**src/rtl/riscv_lsu_if.sv**
```systemverilog
// Data-memory bus between the load-store unit and the memory.
// Member names keep the LSU's point of view (_o driven by the LSU, _i driven by memory).
interface riscv_lsu_if;
    logic        mem_req_o;
    logic        mem_we_o;
    logic [3:0]  mem_be_o;
    logic [31:0] mem_addr_o;
    logic [31:0] mem_wd_o;
    logic [31:0] mem_rd_i;
    logic        mem_ready_i;

    // LSU side: issues word-addressed byte-enable transactions
    modport master (
        output mem_req_o,
        output mem_we_o,
        output mem_be_o,
        output mem_addr_o,
        output mem_wd_o,
        input  mem_rd_i,
        input  mem_ready_i
    );

    // Memory side: answers with read data and a completion strobe
    modport slave (
        input  mem_req_o,
        input  mem_we_o,
        input  mem_be_o,
        input  mem_addr_o,
        input  mem_wd_o,
        output mem_rd_i,
        output mem_ready_i
    );
endinterface

```
**src/rtl/riscv_lsu.sv**
```systemverilog
// Load-store unit: registers a core access, runs one bus transaction,
// stalls the core until completion and returns aligned/extended load data.
module riscv_lsu #(
    parameter logic [15:0] TIMEOUT = 16'd256
) (
    input  logic               clk_i,
    input  logic               rst_ni,
    input  logic               core_req_i,
    input  logic               core_we_i,
    input  logic [2:0]         core_size_i,
    input  logic [31:0]        core_addr_i,
    input  logic [31:0]        core_wd_i,
    output logic [31:0]        core_rd_o,
    output logic               core_stall_o,
    output logic               core_fault_o,
    output logic [1:0]         core_fault_cause_o,
    riscv_lsu_if.master        bus
);

    localparam int unsigned AW  = 32;
    localparam int unsigned DW  = 32;
    localparam int unsigned BEW = 4;
    localparam int unsigned CW  = 16;

    localparam logic [2:0] SZ_B  = 3'd0;
    localparam logic [2:0] SZ_H  = 3'd1;
    localparam logic [2:0] SZ_W  = 3'd2;
    localparam logic [2:0] SZ_BU = 3'd4;
    localparam logic [2:0] SZ_HU = 3'd5;

    localparam logic [1:0] CAUSE_NONE    = 2'd0;
    localparam logic [1:0] CAUSE_LD_MIS  = 2'd1;
    localparam logic [1:0] CAUSE_ST_MIS  = 2'd2;
    localparam logic [1:0] CAUSE_TIMEOUT = 2'd3;

    localparam bit            TMO_EN   = (TIMEOUT != 16'd0);
    localparam logic [CW-1:0] TMO_LAST = CW'(TIMEOUT - 16'd1);

    typedef enum logic [1:0] {
        ST_IDLE = 2'd0,
        ST_REQ  = 2'd1,
        ST_DONE = 2'd2
    } state_e;

    state_e          state_q;
    logic [AW-1:0]   addr_q;
    logic [2:0]      size_q;
    logic            we_q;
    logic [BEW-1:0]  be_q;
    logic [DW-1:0]   wd_q;
    logic [DW-1:0]   rd_q;
    logic [CW-1:0]   cnt_q;
    logic            tmo_q;
    logic            req_q;

    logic            legal_c;
    logic [BEW-1:0]  be_c;
    logic [DW-1:0]   wd_c;
    logic [7:0]      byte_c;
    logic [15:0]     half_c;
    logic [DW-1:0]   fmt_c;
    logic            stall_c;
    logic            fault_c;
    logic [1:0]      cause_c;

    // Alignment / size-code legality of the access offered by the core
    always_comb begin
        legal_c = 1'b0;
        case (core_size_i)
            SZ_B:    legal_c = 1'b1;
            SZ_BU:   legal_c = !core_we_i;
            SZ_H:    legal_c = !core_addr_i[0];
            SZ_HU:   legal_c = !core_addr_i[0] && !core_we_i;
            SZ_W:    legal_c = (core_addr_i[1:0] == 2'b00);
            default: legal_c = 1'b0;
        endcase
    end

    // Store byte enables and lane-replicated write data
    always_comb begin
        be_c = '0;
        wd_c = core_wd_i;
        case (core_size_i)
            SZ_B, SZ_BU: begin
                be_c = BEW'(4'b0001 << core_addr_i[1:0]);
                wd_c = {4{core_wd_i[7:0]}};
            end
            SZ_H, SZ_HU: begin
                be_c = BEW'(4'b0011 << core_addr_i[1:0]);
                wd_c = {2{core_wd_i[15:0]}};
            end
            SZ_W:    be_c = 4'b1111;
            default: be_c = '0;
        endcase
        if (!core_we_i) begin
            be_c = '0;
        end
    end

    // Pick the addressed lane of the returned word and extend it
    always_comb begin
        byte_c = 8'h00;
        case (addr_q[1:0])
            2'd0:    byte_c = bus.mem_rd_i[7:0];
            2'd1:    byte_c = bus.mem_rd_i[15:8];
            2'd2:    byte_c = bus.mem_rd_i[23:16];
            default: byte_c = bus.mem_rd_i[31:24];
        endcase
        half_c = addr_q[1] ? bus.mem_rd_i[31:16] : bus.mem_rd_i[15:0];
        case (size_q)
            SZ_B:    fmt_c = {{24{byte_c[7]}}, byte_c};
            SZ_BU:   fmt_c = {24'h000000, byte_c};
            SZ_H:    fmt_c = {{16{half_c[15]}}, half_c};
            SZ_HU:   fmt_c = {16'h0000, half_c};
            default: fmt_c = bus.mem_rd_i;
        endcase
    end

    // Access FSM: capture in IDLE, wait for ready (or timeout) in REQ, report in DONE
    always_ff @(posedge clk_i) begin
        if (!rst_ni) begin
            state_q <= ST_IDLE;
            addr_q  <= '0;
            size_q  <= '0;
            we_q    <= 1'b0;
            be_q    <= '0;
            wd_q    <= '0;
            rd_q    <= '0;
            cnt_q   <= '0;
            tmo_q   <= 1'b0;
            req_q   <= 1'b0;
        end else begin
            case (state_q)
                ST_IDLE: begin
                    if (core_req_i && legal_c) begin
                        addr_q  <= core_addr_i;
                        size_q  <= core_size_i;
                        we_q    <= core_we_i;
                        be_q    <= be_c;
                        wd_q    <= wd_c;
                        cnt_q   <= '0;
                        tmo_q   <= 1'b0;
                        req_q   <= 1'b1;
                        state_q <= ST_REQ;
                    end
                end
                ST_REQ: begin
                    if (bus.mem_ready_i) begin
                        rd_q    <= fmt_c;
                        req_q   <= 1'b0;
                        state_q <= ST_DONE;
                    end else if (TMO_EN && (cnt_q == TMO_LAST)) begin
                        rd_q    <= '0;
                        tmo_q   <= 1'b1;
                        req_q   <= 1'b0;
                        state_q <= ST_DONE;
                    end else begin
                        cnt_q   <= cnt_q + CW'(1);
                    end
                end
                ST_DONE: begin
                    tmo_q   <= 1'b0;
                    state_q <= ST_IDLE;
                end
                default: begin
                    req_q   <= 1'b0;
                    state_q <= ST_IDLE;
                end
            endcase
        end
    end

    // Stall and fault are combinational so a misaligned access costs no cycle
    always_comb begin
        stall_c = 1'b0;
        fault_c = 1'b0;
        cause_c = CAUSE_NONE;
        case (state_q)
            ST_IDLE: begin
                if (core_req_i) begin
                    stall_c = legal_c;
                    if (!legal_c) begin
                        fault_c = 1'b1;
                        cause_c = core_we_i ? CAUSE_ST_MIS : CAUSE_LD_MIS;
                    end
                end
            end
            ST_REQ:  stall_c = 1'b1;
            ST_DONE: begin
                if (tmo_q) begin
                    fault_c = 1'b1;
                    cause_c = CAUSE_TIMEOUT;
                end
            end
            default: stall_c = 1'b0;
        endcase
    end

    // Every output is forced low while reset is held, even before the reset edge
    assign core_stall_o       = rst_ni & stall_c;
    assign core_fault_o       = rst_ni & fault_c;
    assign core_fault_cause_o = rst_ni ? cause_c : CAUSE_NONE;
    assign core_rd_o          = rst_ni ? rd_q : '0;

    assign bus.mem_req_o  = rst_ni & req_q;
    assign bus.mem_we_o   = rst_ni & we_q;
    assign bus.mem_be_o   = rst_ni ? be_q : '0;
    assign bus.mem_addr_o = rst_ni ? {addr_q[AW-1:2], 2'b00} : '0;
    assign bus.mem_wd_o   = rst_ni ? wd_q : '0;

endmodule

```
**src/flat_wrapper.sv**
```systemverilog
// flat-port wrapper written by rule: the top's interface ports become plain ports
module riscv_lsu_flat 
#(
    parameter logic [15:0] TIMEOUT = 16'd256
)
  (clk_i, rst_ni, core_req_i, core_we_i, core_size_i, core_addr_i, core_wd_i, core_rd_o, core_stall_o, core_fault_o, core_fault_cause_o, bus_mem_req_o, bus_mem_we_o, bus_mem_be_o, bus_mem_addr_o, bus_mem_wd_o, bus_mem_rd_i, bus_mem_ready_i);
  riscv_lsu_if bus_i ();
  input  logic clk_i;
  input  logic rst_ni;
  input  logic core_req_i;
  input  logic core_we_i;
  input  logic [2:0] core_size_i;
  input  logic [31:0] core_addr_i;
  input  logic [31:0] core_wd_i;
  output logic [31:0] core_rd_o;
  output logic core_stall_o;
  output logic core_fault_o;
  output logic [1:0] core_fault_cause_o;
  output wire logic [$bits(bus_i.mem_req_o)-1:0] bus_mem_req_o;
  output wire logic [$bits(bus_i.mem_we_o)-1:0] bus_mem_we_o;
  output wire logic [$bits(bus_i.mem_be_o)-1:0] bus_mem_be_o;
  output wire logic [$bits(bus_i.mem_addr_o)-1:0] bus_mem_addr_o;
  output wire logic [$bits(bus_i.mem_wd_o)-1:0] bus_mem_wd_o;
  input wire logic [$bits(bus_i.mem_rd_i)-1:0] bus_mem_rd_i;
  input wire logic [$bits(bus_i.mem_ready_i)-1:0] bus_mem_ready_i;
  assign bus_mem_req_o = bus_i.mem_req_o;
  assign bus_mem_we_o = bus_i.mem_we_o;
  assign bus_mem_be_o = bus_i.mem_be_o;
  assign bus_mem_addr_o = bus_i.mem_addr_o;
  assign bus_mem_wd_o = bus_i.mem_wd_o;
  assign bus_i.mem_rd_i = bus_mem_rd_i;
  assign bus_i.mem_ready_i = bus_mem_ready_i;
  riscv_lsu #(.TIMEOUT(TIMEOUT)) u_core (.clk_i(clk_i), .rst_ni(rst_ni), .core_req_i(core_req_i), .core_we_i(core_we_i), .core_size_i(core_size_i), .core_addr_i(core_addr_i), .core_wd_i(core_wd_i), .core_rd_o(core_rd_o), .core_stall_o(core_stall_o), .core_fault_o(core_fault_o), .core_fault_cause_o(core_fault_cause_o), .bus(bus_i));
endmodule
```
**config.mk**
```make
export PLATFORM = sky130hd
export DESIGN_NAME = riscv_lsu_flat
export DESIGN_NICKNAME = d
export VERILOG_FILES = /design/src/rtl/riscv_lsu_if.sv /design/src/rtl/riscv_lsu.sv /design/src/flat_wrapper.sv
export SDC_FILE = /design/constraint.sdc
export NUM_CORES = 1
export LEC_CHECK = 0
export CAP_MARGIN = 30
export CELL_PAD_IN_SITES_DETAIL_PLACEMENT = 0
export CELL_PAD_IN_SITES_GLOBAL_PLACEMENT = 2
export CORE_MARGIN = 1.5
export CORE_UTILIZATION = 27
export DETAILED_ROUTE_END_ITERATION = 8
export PLACE_DENSITY = 0.85
export SLEW_MARGIN = 20
export SYNTH_ARGS = -nofsm -noshare
export SYNTH_HDL_FRONTEND = slang
export SYNTH_SLANG_ARGS = --single-unit
```
**constraint.sdc**
```tcl
create_clock -name clk_i -period 4.8 [get_ports clk_i]
set_input_delay 1.2 -clock clk_i [delete_from_list [all_inputs] [get_ports clk_i]]
set_output_delay 1.2 -clock clk_i [all_outputs]
set_load 0.03 [all_outputs]
```
# [After elaboration in Yosys (flattened, before gate mapping)]
# Index checks and enable logic that the tools add are counted.
[classes] bitwise_logic=5 n_addsub=1 reduce_logical=20 shift=2 muxes=41 n_eq_ne=17
[ops] op="$mux W32" count=5
[ops] op="$pmux W32 S4" count=1
[ops] op="$mux W16" count=4
[ops] op="$pmux W32 S2" count=1
[ops] op="$pmux W16 S2" count=1
[ops] op="$pmux W8 S3" count=1
[ops] op="$add A16 B1 Y16 const B" count=1
[ops] op="$eq A16 B8 Y1 const B" count=1
[ops] op="$mux W2" count=8
[ops] op="$eq A3 B3 Y1 const B" count=4
[ops] op="$pmux W4 S3" count=1
[ops] op="$mux W1" count=10
[ops] op="$mux W4" count=2
[ops] op="$pmux W2 S2" count=2
[ops] op="$reduce_and A4 Y1" count=2
[ops] op="$eq A3 B1 Y1 const B" count=2
[ops] op="$logic_not A2 Y1" count=3
[ops] op="$logic_not A3 Y1" count=2
[ops] op="$pmux W1 S3" count=2
[ops] op="$reduce_and A2 Y1" count=3
[ops] op="$pmux W1 S5" count=1
[ops] op="$and A1 B1 Y1" count=4
[ops] op="$eq A2 B1 Y1 const B" count=2
[ops] op="$eq A2 B2 Y1 const B" count=2
[ops] op="14 further kinds" count=21
[totals] reg_bits=124 elab_cells=96 input_bits=104

# [Logic depth before layout (Yosys ltp)]
[depth] depth_word=7 depth_mapped=7 depth_no_buf=5

# [Worst setup path after synthesis]
# No wires, ideal clock.
[synth_timing] path_type="input-to-output" startpoint="in core_we_i" endpoint="out core_stall_o" t_required_ps=3600 n_path_buf=1 path_stages=5 setup_slack_ps=1025 t_arrival_ps=2575 cell_sequence="clkbuf_1 > a221oi_2 > o21a_1 > nor2_1 > nor3_1"
[synth_via] elab_chain_cells=6
[synth_rtl] element="from (decl)" line_no="flat_wrapper.sv:11" rtl="input logic core_we_i;"
[synth_rtl] element="$logic_not A1 Y1 (*)" line_no="riscv_lsu.sv:71, riscv_lsu.sv:73"
[synth_rtl] element="$logic_and A1 B1 Y1" line_no="riscv_lsu.sv:73" rtl="SZ_HU: legal_c = !core_addr_i[0] && !core_we_i;"
[synth_rtl] element="$pmux W1 S5 (*)" line_no="riscv_lsu.sv:69" rtl="case (core_size_i)"
[synth_rtl] element="$mux W1 (*)" line_no="riscv_lsu.sv:180" rtl="if (core_req_i) begin"
[synth_rtl] element="$pmux W1 S2 (*)" line_no="riscv_lsu.sv:178" rtl="case (state_q)"
[synth_rtl] element="$and A1 B1 Y1 (*)" line_no="riscv_lsu.sv:200" rtl="assign core_stall_o = rst_ni & stall_c;"
[synth_rtl] element="to (decl)" line_no="flat_wrapper.sv:16" rtl="output logic core_stall_o;"
# Mark *: on every way between the ends. The rest lies on a longest branch, timed or not.

# [Final worst setup path]
[layout_timing] startpoint="in core_size_i[0]" endpoint="out core_fault_cause_o[0]"
[layout_via] elab_chain_cells=6 word_cells_on_any_way=10 classes_between="eq/ne: 4; mux: 5; reduce/logical: 1"
[layout_rtl] element="from (decl)" line_no="flat_wrapper.sv:12" rtl="input logic [2:0] core_size_i;"
[layout_rtl] element="$eq A3 B2 Y1, or another cell as far along" line_no="riscv_lsu.sv:69"
[layout_rtl] element="$pmux W1 S5 (*)" line_no="riscv_lsu.sv:69"
[layout_rtl] element="$mux W2 (*)" line_no="riscv_lsu.sv:182" rtl="if (!legal_c) begin"
[layout_rtl] element="$mux W2 (*)" line_no="riscv_lsu.sv:180"
[layout_rtl] element="$pmux W2 S2 (*)" line_no="riscv_lsu.sv:178"
[layout_rtl] element="$mux W2 (*)" line_no="riscv_lsu.sv:202" rtl="assign core_fault_cause_o = rst_ni ? cause_c : CAUSE_NONE;"
[layout_rtl] element="to (decl)" line_no="flat_wrapper.sv:18" rtl="output logic [1:0] core_fault_cause_o;"
# Marks and branches as above.

==> impl_results.md <==
- Synth unique cells: 51
- Register Area: 0.00248 mm²
- P&R area growth vs syn: 46.3%
- CTS sink count: 124
- Worst VDD drop: 0.232 mV
- CP endpoint kind: primary output
- Synthesized area: 0.00619 mm²
- Iteration-0 DRC count of the detailed router: 327
- Syn_area_per_cell: 7.57 µm²
- Leading area contributor after synthesis: dfxtp_1
- Antenna violations before repair: 0
- CTS tree: done
- Vias in the first global route: 5989
- Initial core utilization: 0.274
- Final Skew: 0.00919 ns
- Delay-heaviest family, CP: buffers and inverters
- Final setup violation count: 0
- Area contributors post-synth: dfxtp_1 (40%), nand2_1 (11%), a21oi_1 (7.3%)
- Multi-input gate area: 0.00326 mm²
- Pwr Density: 304 mW/mm²
- Filler cell count in the final layout: 2347
- Sequential area share after synthesis: 0.401
- Die Wd: 154 µm
- Slew margin rel.: 0.398
- Die area: 0.0238 mm²
- Worst Hold Launch: u_core.be_q[3]
- Worst path required time: 3.60 ns
- Clock root buffer: clkbuf_16
- Number of synthesized flops with an enable pin: 0
- Post-synth top flop: dfxtp_1
- Post-CTS Repair Setup Buffers: 0
- Synth cell count leaders: nand2_1 (175), dfxtp_1 (124), a21oi_1 (90)
- Post-route cell area: 0.00905 mm²
- Share of synthesized registers carrying an async set or reset: 0
- DR vias: 6293
- Layout cells sized above 1: 0.0605
- CTS resizes: 0
- Register bit count reported by yosys: 124
- CTS Buf Count: 17
- Gpl congestion: 0.791
- CP Cell Sequence: clkdlybuf4s50_1, a221oi_2, buf_4, o41ai_1, nand3_1, a21oi_1, buf_12
- Startpoint Class: input port
- Ant. Diodes: 0
- Status: finished, final reports clean
- CP Max Fanout: 7
- Top-area cell type share of the netlist area: 0.401
- Post-route DRC: 0
- I/O pin count: 210
- Crit path buffers/inverters: 3
- Final hold violation count: 0
- Least-Margin Pin Slew: 0.903 ns
- DP Area: 0.00848 mm²
- Post-route ant nets: 0
- Setup_tns: 0 ns
- Final worst setup slack: 0.476 ns
- Tmin final: 4.32 ns
- Core area: 0.0226 mm²
- Reg clk slew, reported paths: 0.06 ns
- CP arrival: 3.12 ns
- Yosys warning total: 0
- First-pass GRT wire length: 33200 µm
- Largest net degree at the start of global routing: 110
- Die Height: 154 µm
- Max-cap violations: 0
- Clock latency on the worst-skew pair: 0.42 ns
- Routed Wire Length: 21100 µm
- Max Clk Rate: 231 MHz
- Hold Slack: 0.446 ns
- Nets: 1100
- Post-DP HPWL: 14300 µm
- Post-Place Worst Slack: 0.487 ns
- PortBufs: 207
- RSZ-0062 raised after global routing: no
- Clk buf depth: 2
- Min-delay worst type: reg2reg
- Setup CP Type: in2out
- Avg WL per Cell: 16.3 µm
- Final Total Pwr: 2.75 mW
- Worst flop-to-flop path startpoint: u_core.addr_q[1]
- Slowest stage delay, CP: 0.63 ns
- Fin crit share: 0.901
- H-tree lvl count: 4
- Setup crit start: core_size_i[0]
- Leakage power: 3.42 nW
- Most frequent cell after synthesis: nand2_1
- Via density: 4.87
- Slowest CP cell: clkdlybuf4s50_1
- GRT Util Overall: 0.176
- Cell count after synthesis: 817
- Gr ovfl total: 0
- Number of cell rows: 55
- Hold-fix buffers, CTS: 0
- Drt first pass iters: 4
- Final Slew Violations: 0
==> cell usage in the layout, fill, tap and decap left out, drive strengths merged, types with 2 or more instances in the layout <==
| master | synthesis | layout |
|---|---|---|
| o221ai | 10 | 10 |
| clkinvlp | 0 | 6 |
| o21a | 3 | 3 |
| dfxtp | 124 | 124 |
| nor3 | 9 | 9 |
| nand4 | 7 | 7 |
| o22ai | 26 | 26 |
| or3 | 8 | 8 |
| nand2b | 5 | 5 |
| clkbuf | 37 | 18 |
| buf | 27 | 20 |
| o211ai | 10 | 10 |
| a31oi | 10 | 10 |
| a311oi | 8 | 8 |
| a211oi | 9 | 9 |
| conb | 1 | 2 |
| a221oi | 2 | 2 |
| o21ai | 35 | 35 |
| mux2i | 28 | 28 |
| nand2 | 175 | 175 |
| and2 | 68 | 68 |
| nand3 | 10 | 10 |
| and4 | 2 | 2 |
| inv | 46 | 51 |
| or4 | 3 | 3 |
| nor2b | 9 | 9 |
| nor3b | 2 | 2 |
| nor4 | 5 | 5 |
| clkdlybuf4s50 | 0 | 202 |
| nand3b | 2 | 2 |
| clkinv | 0 | 2 |
| nor2 | 32 | 32 |
| a21oi | 90 | 90 |
==> report_power, final <==
group          switching, mW  leakage (nW)  internal, mW  total (mW)
sequential            0.0197          1.01          1.07        1.09
combinational          0.223          2.15         0.182       0.405
clock                  0.526         0.263         0.735        1.26
total                  0.769          3.42          1.98        2.75
==> layer usage <==
layer	up-vias	wire length [µm]	track usage
met4	0	265	0.0444
met5	-	0	0
met1	2926	9780	0.230
met2	180	9470	0.277
li1	3168	-	-
met3	19	1590	0.0605
==> area by class of cell <==
cell class                 count  area share
tap                          285      0.0394
sequential                   124       0.274
timing repair buffer         222       0.244
multi-input combinational    584       0.360
clock buffer                  18      0.0485
inverter                      46      0.0191
clock inverter                14      0.0151
==> worst paths after layout <==
check / end / slack (ns) / cells past startpoint
setup reg to reg: u_core.rd_q[23] / 2.29 / 4
hold / removal: u_core.be_q[3] / 0.45 / 2
hold reg to reg: u_core.be_q[3] / 0.45 / 2
setup / recovery: core_fault_cause_o[0] / 0.48 / 7
==> cell families (layout without fill, tap and decap cells) <==
family	after synthesis	count (layout)	synth area share
adder cells (fa/ha/maj)	1	1	0.00202
other	1	2	0.000606
XOR/XNOR	1	1	0.00142
multiplexers	30	30	0.0508
flip-flops	124	124	0.401
AO/OA/AOI/OAI	211	211	0.208
AND/OR/NAND/NOR	339	339	0.259
buffers and inverters	110	300	0.0768
==> worst register-to-register path: stages (launching register included) <==
cell     delay, ns
dfxtp_1       0.79
mux4_2        0.60
a21o_1        0.32
o21ai_4       0.49
o22ai_1       0.17
==> state kept, by name, summed over array words and instances, names as in the netlist <==
register	count
u_core.addr_q	32
u_core.rd_q	32
u_core.wd_q	32
u_core.cnt_q	16
u_core.be_q	4
u_core.size_q	3
u_core.state_q	2
u_core.req_q	1
u_core.tmo_q	1
u_core.we_q	1
==> stage by stage <==
step,std cells,utilization
2_1_floorplan,818,-
3_3_place_gp,1260,0.375
3_5_place_dp,1261,0.376
4_1_cts,1293,0.401
5_1_grt,1293,0.401
6_report,1293,0.401
(Power assumes the default switching activity.)
